===== src/rtl/btn_evt_pkg.sv =====
// Shared types and helpers for the button event controller.
//   evt_type_e  : event codes carried on the event stream
//   btn_state_e : per-channel debounce/classification states
//   slot_t      : one pending-event slot (valid + type)
//   ms_cycles() : clock cycles per millisecond tick for a given clock frequency
package btn_evt_pkg;

    typedef enum logic [1:0] {
        EVT_PRESS   = 2'd0,
        EVT_RELEASE = 2'd1,
        EVT_LONG    = 2'd2
    } evt_type_e;

    typedef enum logic [1:0] {
        ST_RELEASED     = 2'd0,
        ST_PRESS_WAIT   = 2'd1,
        ST_HELD         = 2'd2,
        ST_RELEASE_WAIT = 2'd3
    } btn_state_e;

    typedef struct packed {
        logic      vld;
        evt_type_e typ;
    } slot_t;

    // Cycles per ms; clamps to 1 so very slow clocks still tick every cycle.
    function automatic int unsigned ms_cycles(input int unsigned clk_freq);
        return (clk_freq < 32'd1000) ? 32'd1 : clk_freq / 32'd1000;
    endfunction

endpackage


===== src/rtl/btn_channel.sv =====
// One button channel: 2-FF synchronizer, debounce/classification FSM with a
// saturating ms counter, and a registered one-cycle event post strobe.
// Long-press detection is compiled in only when BTN_EVT_LONG_PRESS_EN is defined.
// Ports:
//   clk_i, rst_i  : clock, asynchronous active-high reset
//   btn_i         : raw switch input (1 = pressed)
//   ms_tick_i     : shared 1 ms time-base pulse
//   level_o       : debounced level
//   post_o        : one-cycle event strobe
//   post_type_o   : type of the posted event (valid with post_o)
module btn_channel
    import btn_evt_pkg::*;
#(
    parameter int unsigned StableMs = 10,
    parameter int unsigned LongMs   = 1000
) (
    input  logic      clk_i,
    input  logic      rst_i,
    input  logic      btn_i,
    input  logic      ms_tick_i,
    output logic      level_o,
    output logic      post_o,
    output evt_type_e post_type_o
);

`ifdef BTN_EVT_LONG_PRESS_EN
    localparam int unsigned CntTop = LongMs;
`else
    // LongMs has no effect without long-press detection.
    localparam int unsigned CntTop = StableMs + 0 * LongMs;
`endif
    localparam int unsigned CntW = $clog2(CntTop + 1);

    logic            sync1_q;
    logic            sync_q;
    btn_state_e      state_q, state_d;
    logic [CntW-1:0] cnt_q, cnt_d;
    logic [CntW-1:0] cnt_inc_c;
    logic            level_q, level_d;
    logic            post_q, post_d;
    evt_type_e       post_type_q, post_type_d;
`ifdef BTN_EVT_LONG_PRESS_EN
    logic            long_seen_q, long_seen_d;
`endif

    // Counter advances on ms ticks and saturates at its top value.
    assign cnt_inc_c = (ms_tick_i && (cnt_q != CntW'(CntTop))) ? cnt_q + CntW'(1) : cnt_q;

    // Next-state and event logic.
    always_comb begin
        state_d     = state_q;
        cnt_d       = cnt_q;
        level_d     = level_q;
        post_d      = 1'b0;
        post_type_d = post_type_q;
`ifdef BTN_EVT_LONG_PRESS_EN
        long_seen_d = long_seen_q;
`endif
        case (state_q)
            ST_RELEASED: begin
                if (sync_q) begin
                    state_d = ST_PRESS_WAIT;
                    cnt_d   = '0;
                end
            end
            ST_PRESS_WAIT: begin
                if (!sync_q) begin
                    state_d = ST_RELEASED;
                    cnt_d   = '0;
                end else if (cnt_q == CntW'(StableMs)) begin
                    state_d     = ST_HELD;
                    level_d     = 1'b1;
                    post_d      = 1'b1;
                    post_type_d = EVT_PRESS;
                    cnt_d       = '0;
`ifdef BTN_EVT_LONG_PRESS_EN
                    long_seen_d = 1'b0;
`endif
                end else begin
                    cnt_d = cnt_inc_c;
                end
            end
            ST_HELD: begin
                if (!sync_q) begin
                    state_d = ST_RELEASE_WAIT;
                    cnt_d   = '0;
                end
`ifdef BTN_EVT_LONG_PRESS_EN
                else begin
                    cnt_d = cnt_inc_c;
                    // LONG goes out once per press, even across release glitches.
                    if ((cnt_q == CntW'(LongMs)) && !long_seen_q) begin
                        long_seen_d = 1'b1;
                        post_d      = 1'b1;
                        post_type_d = EVT_LONG;
                    end
                end
`endif
            end
            ST_RELEASE_WAIT: begin
                if (sync_q) begin
                    state_d = ST_HELD;
                    cnt_d   = '0;
                end else if (cnt_q == CntW'(StableMs)) begin
                    state_d     = ST_RELEASED;
                    level_d     = 1'b0;
                    post_d      = 1'b1;
                    post_type_d = EVT_RELEASE;
                    cnt_d       = '0;
                end else begin
                    cnt_d = cnt_inc_c;
                end
            end
            default: begin
                state_d = ST_RELEASED;
                cnt_d   = '0;
            end
        endcase
    end

    // Synchronizer and state registers.
    always_ff @(posedge clk_i or posedge rst_i) begin
        if (rst_i) begin
            sync1_q     <= 1'b0;
            sync_q      <= 1'b0;
            state_q     <= ST_RELEASED;
            cnt_q       <= '0;
            level_q     <= 1'b0;
            post_q      <= 1'b0;
            post_type_q <= EVT_PRESS;
`ifdef BTN_EVT_LONG_PRESS_EN
            long_seen_q <= 1'b0;
`endif
        end else begin
            sync1_q     <= btn_i;
            sync_q      <= sync1_q;
            state_q     <= state_d;
            cnt_q       <= cnt_d;
            level_q     <= level_d;
            post_q      <= post_d;
            post_type_q <= post_type_d;
`ifdef BTN_EVT_LONG_PRESS_EN
            long_seen_q <= long_seen_d;
`endif
        end
    end

    assign level_o     = level_q;
    assign post_o      = post_q;
    assign post_type_o = post_type_q;

endmodule


===== src/rtl/btn_event_ctrl.sv =====
// Multi-button front end: debounces NumBtn switches on a shared ms time base,
// classifies PRESS / RELEASE / LONG, buffers one pending event per channel and
// arbitrates them round-robin onto a single valid/ready event stream.
// Optional long-press detection: define BTN_EVT_LONG_PRESS_EN.
// Ports:
//   clk_i, rst_i : clock, asynchronous active-high reset
//   btn_i        : raw switch inputs, 1 = pressed
//   level_o      : debounced level per channel
//   evt_valid_o  : event available
//   evt_ready_i  : consumer accepts when high with evt_valid_o
//   evt_id_o     : channel index of the event
//   evt_type_o   : 0 PRESS, 1 RELEASE, 2 LONG
//   drop_o       : one-cycle pulse when a channel's pending event is overwritten
module btn_event_ctrl
    import btn_evt_pkg::*;
#(
    parameter int unsigned NumBtn   = 4,
    parameter int unsigned ClkFreq  = 100_000_000,
    parameter int unsigned StableMs = 10,
    parameter int unsigned LongMs   = 1000
) (
    input  logic                      clk_i,
    input  logic                      rst_i,
    input  logic [NumBtn-1:0]         btn_i,
    output logic [NumBtn-1:0]         level_o,
    output logic                      evt_valid_o,
    input  logic                      evt_ready_i,
    output logic [$clog2(NumBtn)-1:0] evt_id_o,
    output logic [1:0]                evt_type_o,
    output logic [NumBtn-1:0]         drop_o
);

    localparam int unsigned IdW      = $clog2(NumBtn);
    localparam int unsigned MsCycles = ms_cycles(ClkFreq);
    localparam int unsigned PreW     = (MsCycles > 1) ? $clog2(MsCycles) : 1;

    logic [PreW-1:0]   pre_q, pre_d;
    logic              ms_tick_c;

    logic [NumBtn-1:0] post_c;
    evt_type_e         post_type_c [NumBtn];
    logic [NumBtn-1:0] slot_vld_c;
    evt_type_e         slot_type_c [NumBtn];

    logic [IdW-1:0]    ptr_q, ptr_d;
    logic              found_c;
    logic              load_c;
    logic              grant_c;
    logic [IdW-1:0]    grant_id_c;
    int unsigned       scan_idx_c;

    logic              evt_valid_q, evt_valid_d;
    logic [IdW-1:0]    evt_id_q, evt_id_d;
    evt_type_e         evt_type_q, evt_type_d;

    // Shared ms prescaler: tick on the terminal count.
    assign ms_tick_c = (pre_q == PreW'(MsCycles - 1));

    always_comb begin
        pre_d = ms_tick_c ? '0 : pre_q + PreW'(1);
    end

    // Per-channel debounce plus its pending slot.
    for (genvar g = 0; g < NumBtn; g++) begin : g_chan
        slot_t slot_q, slot_d;
        logic  drop_q, drop_d;
        logic  granted_c;

        btn_channel #(
            .StableMs (StableMs),
            .LongMs   (LongMs)
        ) u_chan (
            .clk_i       (clk_i),
            .rst_i       (rst_i),
            .btn_i       (btn_i[g]),
            .ms_tick_i   (ms_tick_c),
            .level_o     (level_o[g]),
            .post_o      (post_c[g]),
            .post_type_o (post_type_c[g])
        );

        assign granted_c = grant_c && (grant_id_c == IdW'(g));

        // A post wins over a same-cycle grant; it only drops when the slot stays occupied.
        always_comb begin
            slot_d = slot_q;
            drop_d = 1'b0;
            if (granted_c) begin
                slot_d.vld = 1'b0;
            end
            if (post_c[g]) begin
                drop_d     = slot_q.vld & ~granted_c;
                slot_d.vld = 1'b1;
                slot_d.typ = post_type_c[g];
            end
        end

        always_ff @(posedge clk_i or posedge rst_i) begin
            if (rst_i) begin
                slot_q <= '0;
                drop_q <= 1'b0;
            end else begin
                slot_q <= slot_d;
                drop_q <= drop_d;
            end
        end

        assign slot_vld_c[g]  = slot_q.vld;
        assign slot_type_c[g] = slot_q.typ;
        assign drop_o[g]      = drop_q;
    end

    // Round-robin scan: first pending slot at or after ptr, wrapping.
    always_comb begin
        found_c    = 1'b0;
        grant_id_c = '0;
        scan_idx_c = 0;
        for (int unsigned i = 0; i < NumBtn; i++) begin
            scan_idx_c = 32'(ptr_q) + i;
            if (scan_idx_c >= NumBtn) begin
                scan_idx_c = scan_idx_c - NumBtn;
            end
            if (!found_c && slot_vld_c[IdW'(scan_idx_c)]) begin
                found_c    = 1'b1;
                grant_id_c = IdW'(scan_idx_c);
            end
        end
    end

    // Output register reloads when empty or being accepted this cycle.
    assign load_c  = !evt_valid_q || evt_ready_i;
    assign grant_c = found_c && load_c;

    always_comb begin
        evt_valid_d = evt_valid_q;
        evt_id_d    = evt_id_q;
        evt_type_d  = evt_type_q;
        ptr_d       = ptr_q;
        if (load_c) begin
            evt_valid_d = found_c;
            if (found_c) begin
                evt_id_d   = grant_id_c;
                evt_type_d = slot_type_c[grant_id_c];
                ptr_d      = (grant_id_c == IdW'(NumBtn - 1)) ? '0 : grant_id_c + IdW'(1);
            end
        end
    end

    always_ff @(posedge clk_i or posedge rst_i) begin
        if (rst_i) begin
            pre_q       <= '0;
            ptr_q       <= '0;
            evt_valid_q <= 1'b0;
            evt_id_q    <= '0;
            evt_type_q  <= EVT_PRESS;
        end else begin
            pre_q       <= pre_d;
            ptr_q       <= ptr_d;
            evt_valid_q <= evt_valid_d;
            evt_id_q    <= evt_id_d;
            evt_type_q  <= evt_type_d;
        end
    end

    assign evt_valid_o = evt_valid_q;
    assign evt_id_o    = evt_id_q;
    assign evt_type_o  = evt_type_q;

endmodule


===== config.mk =====
export PLATFORM = sky130hd
export DESIGN_NAME = btn_event_ctrl
export DESIGN_NICKNAME = d
export VERILOG_FILES = /design/src/rtl/btn_evt_pkg.sv /design/src/rtl/btn_channel.sv /design/src/rtl/btn_event_ctrl.sv
export SDC_FILE = /design/constraint.sdc
export NUM_CORES = 1
export LEC_CHECK = 0
export ABC_CLOCK_PERIOD_IN_PS = 8100
export CORE_MARGIN = 10
export CORE_UTILIZATION = 56
export CTS_BUF_LIST = sky130_fd_sc_hd__clkbuf_8 sky130_fd_sc_hd__clkbuf_16
export DETAILED_ROUTE_END_ITERATION = 8
export PLACE_DENSITY = 0.82
export SYNTH_ARGS = -nofsm -noshare
export SYNTH_HDL_FRONTEND = slang
export SYNTH_SLANG_ARGS = --single-unit

===== constraint.sdc =====
create_clock -name clk_i -period 8.1 [get_ports clk_i]
set_input_delay 1.62 -clock clk_i [delete_from_list [all_inputs] [get_ports clk_i]]
set_output_delay 1.62 -clock clk_i [all_outputs]
set_load 0.1 [all_outputs]

==> results.ini <==
[clock_tree]
cts_setup_buffers=0
cts.clk_slew.worst_paths_ns=0.08
cts.sinks=79
cts_root_buffer=clkbuf_8
cts-root-to-sink-buffers=2
cts_made_buffers=9
tritoncts=done
cts_hold_buf=0
htreeDepth=3
post_cts_resized=0
clk_latency_ns=0.35

[yosys]
synth-compound-area-share_pct=11.47
muxShareOfSynthArea_pct=1.786
ys.flop_type=dfrtp_1
avgSynthCellArea_sq_um=10.18
netlist_area_sq_mm=0.003643
yosysTopAreaCellShare_pct=54.26
synth_edf_count=0
ys_ff_latch=79
ys_types=42
synth-simple-area-share_pct=18.82
syn-num-nets=378
synth_fa_ha_area_share_pct=4.464
seq_area_frac_synth_pct=54.26
ys_top_cells_by_area=dfrtp_1 54%, nand2_1 5.3%, ha_1 4.5%
yosysWarnings=0
synthXorXnorAreaFrac_pct=5.048
yosysTopAreaCell=dfrtp_1
syn_inst=358
synth_top_family_by_area=simple AND/OR/NAND/NOR gates
synthArstFlopShare_pct=100.0

[setup_path]
path_cells=clkdlybuf4s50_1
crit_buf_inv=1
crit_family=buffers and inverters
critPathCaptureType=primary output
worst_path_largest_cell_delay_ns=1.15
cp-start-kind=register
required_ns=6.48
crit_fanout=4
crit_slowest_cell=clkdlybuf4s50_1
critPathArrivalTime_ns=1.89
critical_path_class=register to primary output

[global_routing]
antenna_found_initial=0
track_usage_pct=13.23
grt-ovfl-total=0
grt_pass1_wl_mm=11.21
grt_max_degree=80
grt_pass1_vias=2602

[timing]
slew_headroom_pct=35.10
tightestPinTransition_ns=0.9704
rsz0062_at_grt=no
setup_viol=0
period_share_pct=43.28
fin_crit_ns=3.505
clock_skew_ns=0.008586
hold_viol_final=0
fin_setup_tns_ns=0
slew_viol_final=0
max_freq_mhz=285.3

[route]
vias=2551
wl_per_cell_microns=13.36
first_pass_iters=4
post-route-drc-count=0
wl_mm=6.121
drt_iter0_markers=127
vias_per_cell=5.570
ant_nets=0

[place]
place_hpwl_mm=4.329
port_buffers=18
gp_congestion=0.8553

[power_and_ir_drop]
ir_drop_mv=0.1230
power_density_mw_per_mm2=175.6
p_total_mw=0.7101
leakagePower_nw=1.912

[die]
fp.dieW_microns=100.7
std_cell_rows=29
ios=20
die_h_microns=100.7
dieArea_sq_mm=0.01013
fp.coreArea_sq_mm=0.006350
initial_utilization_pct=57.38

[cells_and_area]
num-fill-cells=497
diodes=0
drive_gt1_share_pct=7.087
utilization_pct=63.67
final_cell_mix=79 x dfrtp_1, 51 x nand2_1, 35 x nor2_1
final_common_cell=dfrtp_1
fin_nets=396
syn_to_final_growth_pct=10.95

[flow_run]
maxCapViolations=0

[run_status]
status=finished clean

[worst_hold_path]
min-delay-path-class=register to register

through the flow:
stage,instances,area (sq um),hold slack (ns),worst slack [ns]
3_3_place_gp,442,3845,0.3315,4.982
5_1_grt,458,4043,0.3472,4.537
6_report,458,4043,0.3493,4.595
4_1_cts,458,4043,0.3469,4.581
3_5_place_dp,442,3845,0.3347,4.962
2_1_floorplan,358,3643,0.3312,4.457
area by class of cell:
type / instances / area, sq um / area share (%)
Timing Repair Buffer: 20 / 195.2 / 4.828
Clock buffer: 10 / 137.6 / 3.405
Clock inverter: 6 / 60.06 / 1.486
Sequential cell: 79 / 1977 / 48.90
Tap cell: 77 / 96.34 / 2.383
Inverter: 15 / 57.56 / 1.424
Multi-Input combinational cell: 251 / 1519 / 37.57
cell usage after synthesis, types with 2 or more instances:
cell type,number
o31ai_1,7
mux2i_1,2
nand2_1,51
nand3b_1,3
nor3_1,2
a21o_1,5
and2_1,5
o211ai_1,2
and3_1,5
inv_1,15
nor2_1,35
ha_1,13
nor4_1,2
o22ai_1,6
xnor2_1,10
o21ai_0,22
o21a_1,2
nor3b_1,2
nand4_1,10
nand2b_1,3
mux2_2,4
nand3_1,10
xor2_1,11
a21oi_1,15
or2_2,2
a41oi_1,3
buf_4,9
dfrtp_1,79
nand4b_1,2
o21ai_1,8
clkbuf_1,2
worst paths after layout:
path                                                     from                                 endpoint  slack (ns)  depth (start not counted)
setup / recovery                      evt_valid_o$_DFFE_PP0N_                              evt_valid_o        4.59                          1
hold / removal             g_chan[0].u_chan.sync1_q$_DFF_PP0_        g_chan[0].u_chan.sync_q$_DFF_PP0_        0.35                          0
setup reg to reg                           pre_q[6]$_DFF_PP0_    g_chan[1].u_chan.cnt_q[3]$_DFFE_PP0P_        5.59                          6
hold reg to reg            g_chan[0].u_chan.sync1_q$_DFF_PP0_        g_chan[0].u_chan.sync_q$_DFF_PP0_        0.35                          0
max in group asynchronous                               rst_i                      pre_q[12]$_DFF_PP0_        5.61                          3
min in group asynchronous                               rst_i  g_chan[1].u_chan.state_q[0]$_DFFE_PP0P_        1.90                          3
layer usage:
metal	global-route usage, %	routed length (microns)
met5	0	0
met4	5.870	121
met3	3.772	298
met2	22.01	3019
met1	15.47	2681
kinds of logic after synthesis:
family | after synthesis
simple gates | 139
xor+xnor | 21
flops | 79
fa+ha+maj | 13
compound gates | 71
buf+inv | 28
other cells | 1
mux | 6
power breakdown:
| part | total [mW] | internal, mW | switching, mW |
|---|---|---|---|
| Sequential | 0.400 | 0.397 | 0.00307 |
| Clock | 0.289 | 0.150 | 0.139 |
| Combinational | 0.0211 | 0.00615 | 0.0150 |
flip-flops by register name, indices dropped and copies added, names as in the netlist, named ones only:
name / flops
evt_id_o: 2
evt_type_o: 1
evt_valid_o: 1
g_chan.drop_q: 4
g_chan.slot_q: 8
g_chan.u_chan.cnt_q: 16
g_chan.u_chan.level_o: 4
g_chan.u_chan.post_o: 4
g_chan.u_chan.post_type_o: 4
g_chan.u_chan.state_q: 4
g_chan.u_chan.sync1_q: 4
g_chan.u_chan.sync_q: 4
pre_q: 17
ptr_q: 2
No activity file was read; power rests on OpenSTA's default activity.
